--- src/rtl/ball_pkg.sv ---
// Shared definitions for the ball layer arbiter: default transparent colour,
// ball count limit, index type, report FSM states and the pair bit mapping.
package ball_pkg;

  localparam logic [7:0] TRANSPARENT_DEFAULT = 8'hFF;
  localparam int         MAX_BALLS           = 8;
  localparam int         BALL_IDX_W          = $clog2(MAX_BALLS);

  typedef logic [BALL_IDX_W-1:0] ball_idx_t;

  typedef enum logic {IDLE, REPORT} arb_state_e;

  // Bit position of pair (i,j), i<j, in an n-ball upper-triangle matrix.
  // Positions ascend in report order: (0,1),(0,2),...,(0,n-1),(1,2),...
  function automatic int pair_index(input int n, input int i, input int j);
    return i * n - (i * (i + 1)) / 2 + (j - i - 1);
  endfunction

endpackage

--- src/rtl/ball_layer_arbiter_if.sv ---
// Collision pair handshake between the arbiter (master) and the game-logic
// collision handler (slave).
interface ball_layer_arbiter_if #(
  parameter int IDX_W = 2
);
  logic             pairValid;
  logic             pairReady;
  logic [IDX_W-1:0] pairA;
  logic [IDX_W-1:0] pairB;

  modport master (output pairValid, output pairA, output pairB, input pairReady);
  modport slave  (input pairValid, input pairA, input pairB, output pairReady);
endinterface

--- src/rtl/rr_priority_pick.sv ---
// Combinational first-set finder: searches req starting at bit 'base' and
// wrapping modulo W. Used for the pixel winner and for the pair scan.
module rr_priority_pick #(
  parameter int W  = 4,
  parameter int IW = (W > 1) ? $clog2(W) : 1
) (
  input  logic [W-1:0]  req,
  input  logic [IW-1:0] base,
  output logic          found,
  output logic [IW-1:0] idx
);

  // Walk W positions from base, keep the first set one
  always_comb begin
    int pos;
    found = 1'b0;
    idx   = '0;
    pos   = 0;
    for (int k = 0; k < W; k++) begin
      pos = int'(base) + k;
      if (pos >= W) pos = pos - W;
      if (!found && req[pos]) begin
        found = 1'b1;
        idx   = IW'(pos);
      end
    end
  end

endmodule

--- src/rtl/ball_layer_arbiter.sv ---
// Per-pixel ball layer arbiter with optional per-frame overlap reporting.
// Build option: define BALL_ARB_COLLISION_EN to include overlap capture, the
// snapshot/report FSM and the pair handshake; otherwise only the pixel
// arbitration is built and the pair outputs are tied low.
module ball_layer_arbiter
  import ball_pkg::*;
#(
  parameter int         NUM_BALLS            = 4,
  parameter logic [7:0] TRANSPARENT_ENCODING = TRANSPARENT_DEFAULT,
  localparam int        IDX_W                = $clog2(NUM_BALLS)
) (
  input  logic                      clk,
  input  logic                      rst,
  input  logic                      startOfFrame,
  input  logic [NUM_BALLS-1:0]      drawingRequestBalls,
  input  logic [NUM_BALLS-1:0][7:0] RGBBalls,
  input  logic [IDX_W-1:0]          topBall,
  output logic                      drawingRequestBall,
  output logic [7:0]                RGBoutBall,
  output logic [IDX_W-1:0]          winnerIdx,
  ball_layer_arbiter_if.master      pair_bus,
  output logic                      pairOverrun
);

  logic [IDX_W-1:0] top_eff_p0;
  logic             win_found_p0;
  logic [IDX_W-1:0] win_idx_p0;

  assign top_eff_p0 = (int'(topBall) >= NUM_BALLS) ? '0 : topBall;

  rr_priority_pick #(.W(NUM_BALLS), .IW(IDX_W)) u_win_pick (
    .req   (drawingRequestBalls),
    .base  (top_eff_p0),
    .found (win_found_p0),
    .idx   (win_idx_p0)
  );

  // Pixel stage p0 -> registered layer-mux outputs
  always_ff @(posedge clk or posedge rst) begin
    if (rst) begin
      drawingRequestBall <= 1'b0;
      RGBoutBall         <= TRANSPARENT_ENCODING;
      winnerIdx          <= '0;
    end else begin
      drawingRequestBall <= win_found_p0;
      RGBoutBall         <= win_found_p0 ? RGBBalls[win_idx_p0] : TRANSPARENT_ENCODING;
      winnerIdx          <= win_found_p0 ? win_idx_p0 : '0;
    end
  end

`ifdef BALL_ARB_COLLISION_EN
  localparam int NP = NUM_BALLS * (NUM_BALLS - 1) / 2;
  localparam int PW = (NP > 1) ? $clog2(NP) : 1;

  arb_state_e       state;
  logic [NP-1:0]    live_mtx;
  logic [NP-1:0]    snap_mtx;
  logic [PW-1:0]    cur_pos;
  logic [NP-1:0]    frame_pairs_p0;
  logic [NP-1:0]    acc_bit_p0;
  logic [NP-1:0]    snap_next_p0;
  logic             accept_p0;
  logic             nxt_found_p0;
  logic [PW-1:0]    nxt_pos_p0;
  logic [IDX_W-1:0] nxt_a_p0;
  logic [IDX_W-1:0] nxt_b_p0;

  // Pairs of balls drawing on this pixel
  always_comb begin
    frame_pairs_p0 = '0;
    for (int i = 0; i < NUM_BALLS; i++)
      for (int j = i + 1; j < NUM_BALLS; j++)
        frame_pairs_p0[pair_index(NUM_BALLS, i, j)] =
          drawingRequestBalls[i] & drawingRequestBalls[j];
  end

  assign accept_p0 = pair_bus.pairValid & pair_bus.pairReady;

  // Snapshot as it will be after this edge: reloaded at frame start,
  // otherwise minus the pair accepted this cycle
  always_comb begin
    acc_bit_p0 = '0;
    if (accept_p0) acc_bit_p0[cur_pos] = 1'b1;
    snap_next_p0 = startOfFrame ? live_mtx : (snap_mtx & ~acc_bit_p0);
  end

  rr_priority_pick #(.W(NP), .IW(PW)) u_pair_pick (
    .req   (snap_next_p0),
    .base  ('0),
    .found (nxt_found_p0),
    .idx   (nxt_pos_p0)
  );

  // Translate the lowest pending bit position back to its ball indices
  always_comb begin
    nxt_a_p0 = '0;
    nxt_b_p0 = '0;
    for (int i = 0; i < NUM_BALLS; i++)
      for (int j = i + 1; j < NUM_BALLS; j++)
        if (pair_index(NUM_BALLS, i, j) == int'(nxt_pos_p0)) begin
          nxt_a_p0 = IDX_W'(i);
          nxt_b_p0 = IDX_W'(j);
        end
  end

  // Capture/report FSM; pair outputs come from the next snapshot so the
  // first pair is visible the cycle after the loading frame start
  always_ff @(posedge clk or posedge rst) begin
    if (rst) begin
      state              <= IDLE;
      live_mtx           <= '0;
      snap_mtx           <= '0;
      cur_pos            <= '0;
      pair_bus.pairValid <= 1'b0;
      pair_bus.pairA     <= '0;
      pair_bus.pairB     <= '0;
      pairOverrun        <= 1'b0;
    end else begin
      live_mtx           <= startOfFrame ? frame_pairs_p0 : (live_mtx | frame_pairs_p0);
      snap_mtx           <= snap_next_p0;
      cur_pos            <= nxt_pos_p0;
      pair_bus.pairValid <= nxt_found_p0;
      pair_bus.pairA     <= nxt_found_p0 ? nxt_a_p0 : '0;
      pair_bus.pairB     <= nxt_found_p0 ? nxt_b_p0 : '0;
      case (state)
        IDLE: begin
          state <= nxt_found_p0 ? REPORT : IDLE;
        end
        REPORT: begin
          if (startOfFrame && (|(snap_mtx & ~acc_bit_p0))) pairOverrun <= 1'b1;
          state <= nxt_found_p0 ? REPORT : IDLE;
        end
        default: state <= IDLE;
      endcase
    end
  end
`else
  logic unused_ok;
  assign unused_ok          = startOfFrame ^ pair_bus.pairReady;
  assign pair_bus.pairValid = 1'b0;
  assign pair_bus.pairA     = '0;
  assign pair_bus.pairB     = '0;
  assign pairOverrun        = 1'b0;
`endif

endmodule

--- src/flat_wrapper.sv ---
// flat-port wrapper written by rule: the top's interface ports become plain ports
module ball_layer_arbiter_flat import ball_pkg::*;
#(
  parameter int         NUM_BALLS            = 4,
  parameter logic [7:0] TRANSPARENT_ENCODING = TRANSPARENT_DEFAULT,
  localparam int        IDX_W                = $clog2(NUM_BALLS)
)
  (clk, rst, startOfFrame, drawingRequestBalls, RGBBalls, topBall, drawingRequestBall, RGBoutBall, winnerIdx, pairOverrun, pair_bus_pairValid, pair_bus_pairA, pair_bus_pairB, pair_bus_pairReady);
  ball_layer_arbiter_if #(.IDX_W(($clog2((4))))) pair_bus_i ();
  input  logic clk;
  input  logic rst;
  input  logic startOfFrame;
  input  logic [NUM_BALLS-1:0] drawingRequestBalls;
  input  logic [NUM_BALLS-1:0][7:0] RGBBalls;
  input  logic [IDX_W-1:0] topBall;
  output logic drawingRequestBall;
  output logic [7:0] RGBoutBall;
  output logic [IDX_W-1:0] winnerIdx;
  output logic pairOverrun;
  output wire logic [$bits(pair_bus_i.pairValid)-1:0] pair_bus_pairValid;
  output wire logic [$bits(pair_bus_i.pairA)-1:0] pair_bus_pairA;
  output wire logic [$bits(pair_bus_i.pairB)-1:0] pair_bus_pairB;
  input wire logic [$bits(pair_bus_i.pairReady)-1:0] pair_bus_pairReady;
  assign pair_bus_pairValid = pair_bus_i.pairValid;
  assign pair_bus_pairA = pair_bus_i.pairA;
  assign pair_bus_pairB = pair_bus_i.pairB;
  assign pair_bus_i.pairReady = pair_bus_pairReady;
  ball_layer_arbiter #(.NUM_BALLS(NUM_BALLS), .TRANSPARENT_ENCODING(TRANSPARENT_ENCODING)) u_core (.clk(clk), .rst(rst), .startOfFrame(startOfFrame), .drawingRequestBalls(drawingRequestBalls), .RGBBalls(RGBBalls), .topBall(topBall), .drawingRequestBall(drawingRequestBall), .RGBoutBall(RGBoutBall), .winnerIdx(winnerIdx), .pair_bus(pair_bus_i), .pairOverrun(pairOverrun));
endmodule
--- config.mk ---
export PLATFORM = sky130hd
export DESIGN_NAME = ball_layer_arbiter_flat
export DESIGN_NICKNAME = d
export VERILOG_FILES = /design/src/rtl/ball_pkg.sv /design/src/rtl/ball_layer_arbiter_if.sv /design/src/rtl/rr_priority_pick.sv /design/src/rtl/ball_layer_arbiter.sv /design/src/flat_wrapper.sv
export SDC_FILE = /design/constraint.sdc
export NUM_CORES = 1
export LEC_CHECK = 0
export CAP_MARGIN = 20
export CORE_ASPECT_RATIO = 1.25
export CORE_UTILIZATION = 32
export CTS_CLUSTER_DIAMETER = 200
export DETAILED_ROUTE_END_ITERATION = 16
export PLACE_DENSITY = 0.89
export RECOVER_POWER = 50
export SYNTH_ARGS = -nofsm -noshare
export SYNTH_HDL_FRONTEND = slang
export SYNTH_SLANG_ARGS = --single-unit
--- constraint.sdc ---
create_clock -name clk -period 0.8 [get_ports clk]
set_clock_uncertainty 0.15 [all_clocks]
set_input_delay 0.08 -clock clk [delete_from_list [all_inputs] [get_ports clk]]
set_output_delay 0.08 -clock clk [all_outputs]
set_load 0.02 [all_outputs]
==> key figures, run 1 <==
Outcome
  – Run status: finished, violations left
  – Failing checks: negative hold slack, negative setup slack

Timing
  – Unrepaired setup endpoints after global routing: true
  – # setup viols final: 20
  – Post-route worst setup slack: -0.366 ns
  – WHS: -0.0178 ns
  – Slew Limit Fails: 0
  – Hold Fails Final Rpt: 1
  – Final worst-path cycle share: 1.46
  – Tmin final: 1.17 ns
  – FMAX: 0.857 GHz

Routing
  – Iteration-0 DRC Markers: 13
  – # DRC: 0
  – Via count: roughly 840
  – Final ANT Viol Nets: 0
  – Final wirelength: around 3200 microns
  – Iteration count of the initial detailed-routing pass: 4
  – Routed length per instance: 18.8 microns
  – DR vias/cell: ~5

Yosys
  – Syn avg cell area: 10.5 sq um
  – Flops & latches, synth: 11
  – Leading post-synthesis cells by cell area: dfstp_2 29%, mux2i_1 22%, dfrtp_1 10%, a22oi_1 8.3%, buf_4 6.2%
  – Synthesized area: between 700 and 800 sq um
  – Yosys warnings: 0
  – Synth top cells by count: 16 x mux2i_1, 8 x a22oi_1, 8 x dfstp_2
  – Synth Flop Type: dfstp_2
  – Top-count cell post-synth: mux2i_1
  – Distinct cells, synth: 21
  – Async set-reset flop share out of synthesis: 1.00
  – Post-synth top area cell: dfstp_2
  – Yosys top cell area share: 0.291
  – Post-synthesis cell count: between 60 and 70
  – Sequential area share after synthesis: 0.394
  – Number of synthesized flops with an enable pin: 0

Finish
  – Area growth from synthesis to layout: 120%
  – Fraction of layout cells with a size suffix above 1: 0.507
  – Final-stage net count: ~180
  – Final core occ: 0.777
  – Ant diodes: 0

Global routing
  – Initial antenna violation count: 0
  – Largest net degree at the start of global routing: 12
  – GR Util All Layers: 0.240
  – Global-route wire length before repair: 4010 microns
  – Total congestion overflow: 0
  – Vias in the first global route: 830

Pwr
  – P per Cell Area: 1380 nW/um^2
  – Switch share: 0.330
  – Pleak: between 0.6 and 0.7 nW
  – Sw power: ~0.72 mW
  – Comb power frac: 0.495
  – Peak supply drop: around 0.94 mV
  – Internal: 1.47 mW
  – Tot Pwr: 2.20 mW
  – Share of power burned in registers: 0.324
  – Clock power share: 0.181

Critical path
  – Worst path bufs/invs: 1
  – Family with the most delay on the worst path: flip-flops
  – CP startpoint kind: flip-flop
  – CP arrival: ~0.94 ns
  – Critical Path RT: approximately 0.57 ns
  – CP max-delay cell: dfstp_2
  – Critical path endpoint category: output port
  – Delay of the slowest critical-path stage: 0.55 ns
  – Worst path cell trace: buf_6
  – Crit Path Category: reg2out
  – Max FO, Critical Path: 1

Place
  – DP Wirelength: 1810 microns
  – Port Buffers: 50
  – Routability cong.: roughly 0.79

Floorplanning
  – Starting Density: 0.353
  – Die Area: 2460 sq um
  – Chip width: 44.5 microns
  – I/O pin total: 59
  – Core area: 2050 sq um
  – Placement row count: 18
  – Die Ht: 55.2 microns

Clock tree
  – Htree depth: 1
  – TritonCTS Buffers: 3
  – Clock Path Buffers: 2
  – Clk root buf: clkbuf_4
  – CTS tree: yes
  – Clk sinks: 11
  – CTS clock-pin slew for the worst setup and hold paths: around 0.07 ns

Worst hold path
  – Hold WC Path Type: in2reg

Job
  – MaxCap Viol Count: 0
cells in the final DEF (no fill, tap or decap), types with 3 or more instances in the layout:
cell             count
clkdlybuf4s50_1     33
buf_6               17
mux2i_1             12
buf_4                9
dfstp_2              8
conb_1               6
nor2_1               4
mux2i_4              4
a22oi_2              4
a22oi_1              4
buf_2                4
clkbuf_4             3
dfrtp_1              3
registers in the layout, indices dropped and copies added (netlist names):
register                   flops
u_core.winnerIdx               2
u_core.RGBoutBall              8
u_core.drawingRequestBall      1
timing repair:
item / 4_1_cts / 5_1_grt
cloned: 2 / 0
pin swaps: 11 / 15
endpoints found under the setup margin: 22 / 21
hold endpoints to repair: 4 / 4
setup buffers: 4 / 4
resized for setup: 105 / 29
cell type report:
cell class	count	area [sq um]
tap	30	37.5
fill	133	458
timing repair buffer	68	699
inverter	3	15.0
clock buffer	4	26.3
sequential	11	285
multi-input combinational	52	528
kinds of logic (layout without fill, tap and decap cells):
group | Yosys count | after routing | synth area share
other | 1 | 6 | 0.00519
AND/OR/NAND/NOR | 14 | 14 | 0.0917
buffers and inverters | 11 | 75 | 0.121
multiplexers | 16 | 16 | 0.221
AO/OA/AOI/OAI | 16 | 16 | 0.166
flip-flops | 11 | 11 | 0.394
layer usage:
metal,global-route usage,vias up,share of wire
li1,-,375,-
met5,0,-,0
met2,0.458,69,0.50
met4,0.0808,0,0.021
met1,0.234,388,0.35
met3,0.0942,6,0.13
power by group through the flow:
stage               logic [mW]  registers [mW]  clock network (mW)
finish                    1.09           0.713               0.398
global route              1.13           0.719               0.434
CTS                      0.979           0.709               0.364
detailed placement       0.820           0.701                   0
global placement         0.796           0.699                   0
floorplan                0.309           0.803                   0
stage by stage:
stage	hold WS, ns	setup TNS, ns	instance area, sq um	worst slack (ns)	std cells
2_1_floorplan	-0.223	-3.03	753	-0.374	74
3_3_place_gp	0.239	-14.32	1320	-0.932	156
3_5_place_dp	0.250	-15.60	1320	-1.08	156
4_1_cts	-0.0293	-6.13	1500	-0.385	166
5_1_grt	0.00176	-6.51	1590	-0.382	168
6_report	-0.0178	-5.88	1590	-0.366	168
worst paths after layout:
path / cells after the start / slack (ns) / to / startpoint
worst max-delay path: 1 / -0.37 / RGBoutBall[5] / u_core.RGBoutBall[5]
worst min-delay path: 4 / -0.02 / u_core.drawingRequestBall / drawingRequestBalls[0]
max in group asynchronous: 3 / 0.08 / u_core.RGBoutBall[7] / rst
min in group asynchronous: 3 / 0.06 / u_core.winnerIdx[0] / rst
No activity file was read; power rests on OpenSTA's default activity.
==> run 2: changes to the inputs <==
--- a/config.mk
+++ b/config.mk
@@ -5,7 +5,7 @@
 export SDC_FILE = /design/constraint.sdc
 export NUM_CORES = 1
 export LEC_CHECK = 0
-export CAP_MARGIN = 20
+export CAP_MARGIN = 0
 export CORE_ASPECT_RATIO = 1.25
 export CORE_UTILIZATION = 32
 export CTS_CLUSTER_DIAMETER = 200
==> constraint.sdc (replaced) <==
create_clock -name clk -period 0.8 [get_ports clk]
set_clock_uncertainty 0.15 [all_clocks]
set_input_delay 0.16 -clock clk [delete_from_list [all_inputs] [get_ports clk]]
set_output_delay 0.16 -clock clk [all_outputs]
set_load 0.02 [all_outputs]
==> run 2 against run 1 <==
The run ends with negative setup slack left; final cell count unchanged; die area is the same; setup slack got worse by 0.082 ns; largest cell class unchanged.
==> key figures, run 2 (synthesis gave the netlist of run 1 again) <==
Clock tree
  – TritonCTS Buffers: 3 (unchanged)
  – Htree depth: 1 (unchanged)
  – Clock Path Buffers: 2 (unchanged)
  – Clk root buf: clkbuf_4
  – Clk sinks: 11 (unchanged)
  – Hold buffer count at CTS: 0
  – CTS tree: yes
  – CTS clock-pin slew for the worst setup and hold paths: 0.07 ns (about the same)

Critical path
  – Family with the most delay on the worst path: flip-flops
  – Worst path cell trace: buf_6
  – Crit Path Category: reg2out
  – Delay of the slowest critical-path stage: 0.54 ns (about the same)
  – Critical path endpoint category: output port
  – CP startpoint kind: flip-flop
  – CP arrival: 0.94 ns (about the same)
  – CP max-delay cell: dfstp_2
  – Critical Path RT: 0.49 ns (-0.08 ns)
  – Max FO, Critical Path: 1 (unchanged)
  – Worst path bufs/invs: 1 (unchanged)

Finish
  – Most frequent cells in the layout: 32 x clkdlybuf4s50_1, 17 x buf_6, 12 x mux2i_1, 9 x buf_4, 8 x dfstp_2
  – Final-stage net count: 181 (unchanged)
  – Top reg by flops: u_core.RGBoutBall
  – Fill count: 131 (-1.5%)
  – Multi-input gate area: 528 sq um (unchanged)
  – Fin cells: 168 (unchanged)
  – Leading cell type in the layout, fill and taps excluded: clkdlybuf4s50_1
  – Register cell area after layout: 285 sq um (unchanged)
  – Final core occ: 0.774 (-0.00244)
  – Fraction of layout cells with a size suffix above 1: 0.514 (+0.00725)
  – Area growth from synthesis to layout: 119%
  – Max reg flops: 8 (unchanged)
  – Ant diodes: 0 (unchanged)
  – Top flop regs: u_core.RGBoutBall: 8 flops, u_core.winnerIdx: 2 flops, u_core.drawingRequestBall: 1 flops

Worst hold path
  – Min-Delay Endpoint: u_core.drawingRequestBall
  – Hold WC Path Type: in2reg
  – Hold path depth: 4 (unchanged)
  – Worst hold start: drawingRequestBalls[0]

Place
  – Post-Place Cells: 156 (unchanged)
  – Routability cong.: 0.787 (about the same)
  – DP Wirelength: 1810 microns (unchanged)
  – Port Buffers: 50 (unchanged)

Global routing
  – Initial antenna violation count: 0 (unchanged)
  – Vias in the first global route: 838 (+0.96%)
  – Total congestion overflow: 0 (unchanged)
  – Largest net degree at the start of global routing: 12 (unchanged)
  – GR Util All Layers: 0.240 (unchanged)
  – Global-route wire length before repair: 4010 microns (unchanged)

Timing
  – Tmin final: 1.25 ns (+0.0815 ns)
  – Unrepaired setup endpoints after global routing: true
  – # setup viols final: 21 (+5.0%)
  – Slew Limit Fails: 0 (unchanged)
  – Hold Fails Final Rpt: 0 (-1)
  – Final worst-path cycle share: 1.56 (+0.102)
  – FMAX: 0.801 GHz (-6.5%)
  – Post-route worst setup slack: -0.448 ns (-0.0815 ns)

Floorplanning
  – Core area: 2050 sq um (unchanged)
  – Chip width: 44.5 microns (unchanged)
  – Die Ht: 55.2 microns (unchanged)
  – Placement row count: 18 (unchanged)
  – I/O pin total: 59 (unchanged)
  – Die Area: 2460 sq um (unchanged)
  – Starting Density: 0.353 (unchanged)

Routing
  – Met3 wire len: 433 microns (+5.1%)
  – Via count: 860 (+2.6%)
  – # DRC: 0 (unchanged)
  – Routed length per instance: 19.0 microns (+1.2%)
  – Final ANT Viol Nets: 0 (unchanged)
  – Iteration-0 DRC Markers: 18 (+5)
  – DR vias/cell: 5.12 (+2.6%)
  – Top sig layer: met4
  – Iteration count of the initial detailed-routing pass: 4 (unchanged)
  – Wire length on met2: 1600 microns (+1.7%)
  – Final wirelength: 3200 microns (+1.2%)
  – WL met1: 1110 microns (-0.45%)

Outcome
  – Failing checks: negative setup slack
  – Run status: finished, violations left

Pwr
  – P per Cell Area: 1390 nW/um^2 (+0.63%)
  – Peak supply drop: 0.952 mV (+1.4%)
  – Pleak: 0.684 nW (-1.2%)

Job
  – MaxCap Viol Count: 0 (unchanged)
-- run 2: cell types whose count changed in the layout (fill, tap and decap cells not counted), sizes merged --
cell,previous run,this run
clkbuf,4,5
clkdlybuf4s50,33,32
dlygate4sd3,0,1
dlymetal6s2s,1,0
-- run 2: how the worst max path moves through the flow --
stage / depth (start not counted) / end / start
floorplan: 7 / u_core.RGBoutBall[6] / topBall[1]
finish: 1 / RGBoutBall[5] / u_core.RGBoutBall[5]
global route: 1 / RGBoutBall[5] / u_core.RGBoutBall[5]
CTS: 8 / u_core.RGBoutBall[6] / drawingRequestBalls[0]
detailed placement: 7 / u_core.RGBoutBall[5] / topBall[1]
global placement: 7 / u_core.RGBoutBall[2] / topBall[1]
-- run 2: area by class of cell --
cell class | instances | area share
Sequential cell | 11 | 0.180
Timing Repair Buffer | 68 | 0.436
Clock buffer | 4 | 0.0166
Tap cell | 30 | 0.0237
Inverter | 3 | 0.0110
Multi-Input combinational cell | 52 | 0.333
-- run 2: tightest hold or removal path: cells and delay by family --
kind / cells / cell delay, ns
AND/OR/NAND/NOR: 2 / 0.10
buffers and inverters: 2 / 0.20
-- run 2: report_power, final --
group / switching (mW) / internal, mW
clock: 0.211 / 0.194
sequential: 0.0410 / 0.674
combinational: 0.482 / 0.603
total: 0.734 / 1.47
-- run 2: what timing repair did --
action / 4_1_cts / 5_1_grt
setup buffers: 4 / 4
gates resized for setup: 105 / 30
setup endpoints to repair: 22 / 21
gates cloned: 2 / 0
pin swaps: 11 / 15
-- run 2: layer usage --
layer	GRT usage	vias to the layer above
li1	-	372
met1	0.234	407
met2	0.458	71
met3	0.0942	10
met4	0.0808	0
met5	0	-
-- run 2: stage by stage --
stage	worst slack (ns)	hold WS (ns)	instance area (sq um)	power (mW)	setup TNS, ns
2_1_floorplan	-0.454	-0.143	753	1.11	-4.34
3_3_place_gp	-1.01	0.319	1320	1.50	-16.17
3_5_place_dp	-1.16	0.330	1320	1.52	-17.55
4_1_cts	-0.465	0.0507	1500	2.05	-7.81
5_1_grt	-0.463	0.0813	1590	2.29	-8.32
6_report	-0.448	0.0664	1590	2.20	-7.51
==> run 3: changes to the inputs <==
--- a/config.mk
+++ b/config.mk
@@ -10,6 +10,7 @@
 export CORE_UTILIZATION = 32
 export CTS_CLUSTER_DIAMETER = 200
 export DETAILED_ROUTE_END_ITERATION = 16
+export GPL_ROUTABILITY_DRIVEN = 0
 export PLACE_DENSITY = 0.89
 export RECOVER_POWER = 50
 export SYNTH_ARGS = -nofsm -noshare
==> results of run 3 <==
Final layout, timing and power as in run 2 (identical DEF).
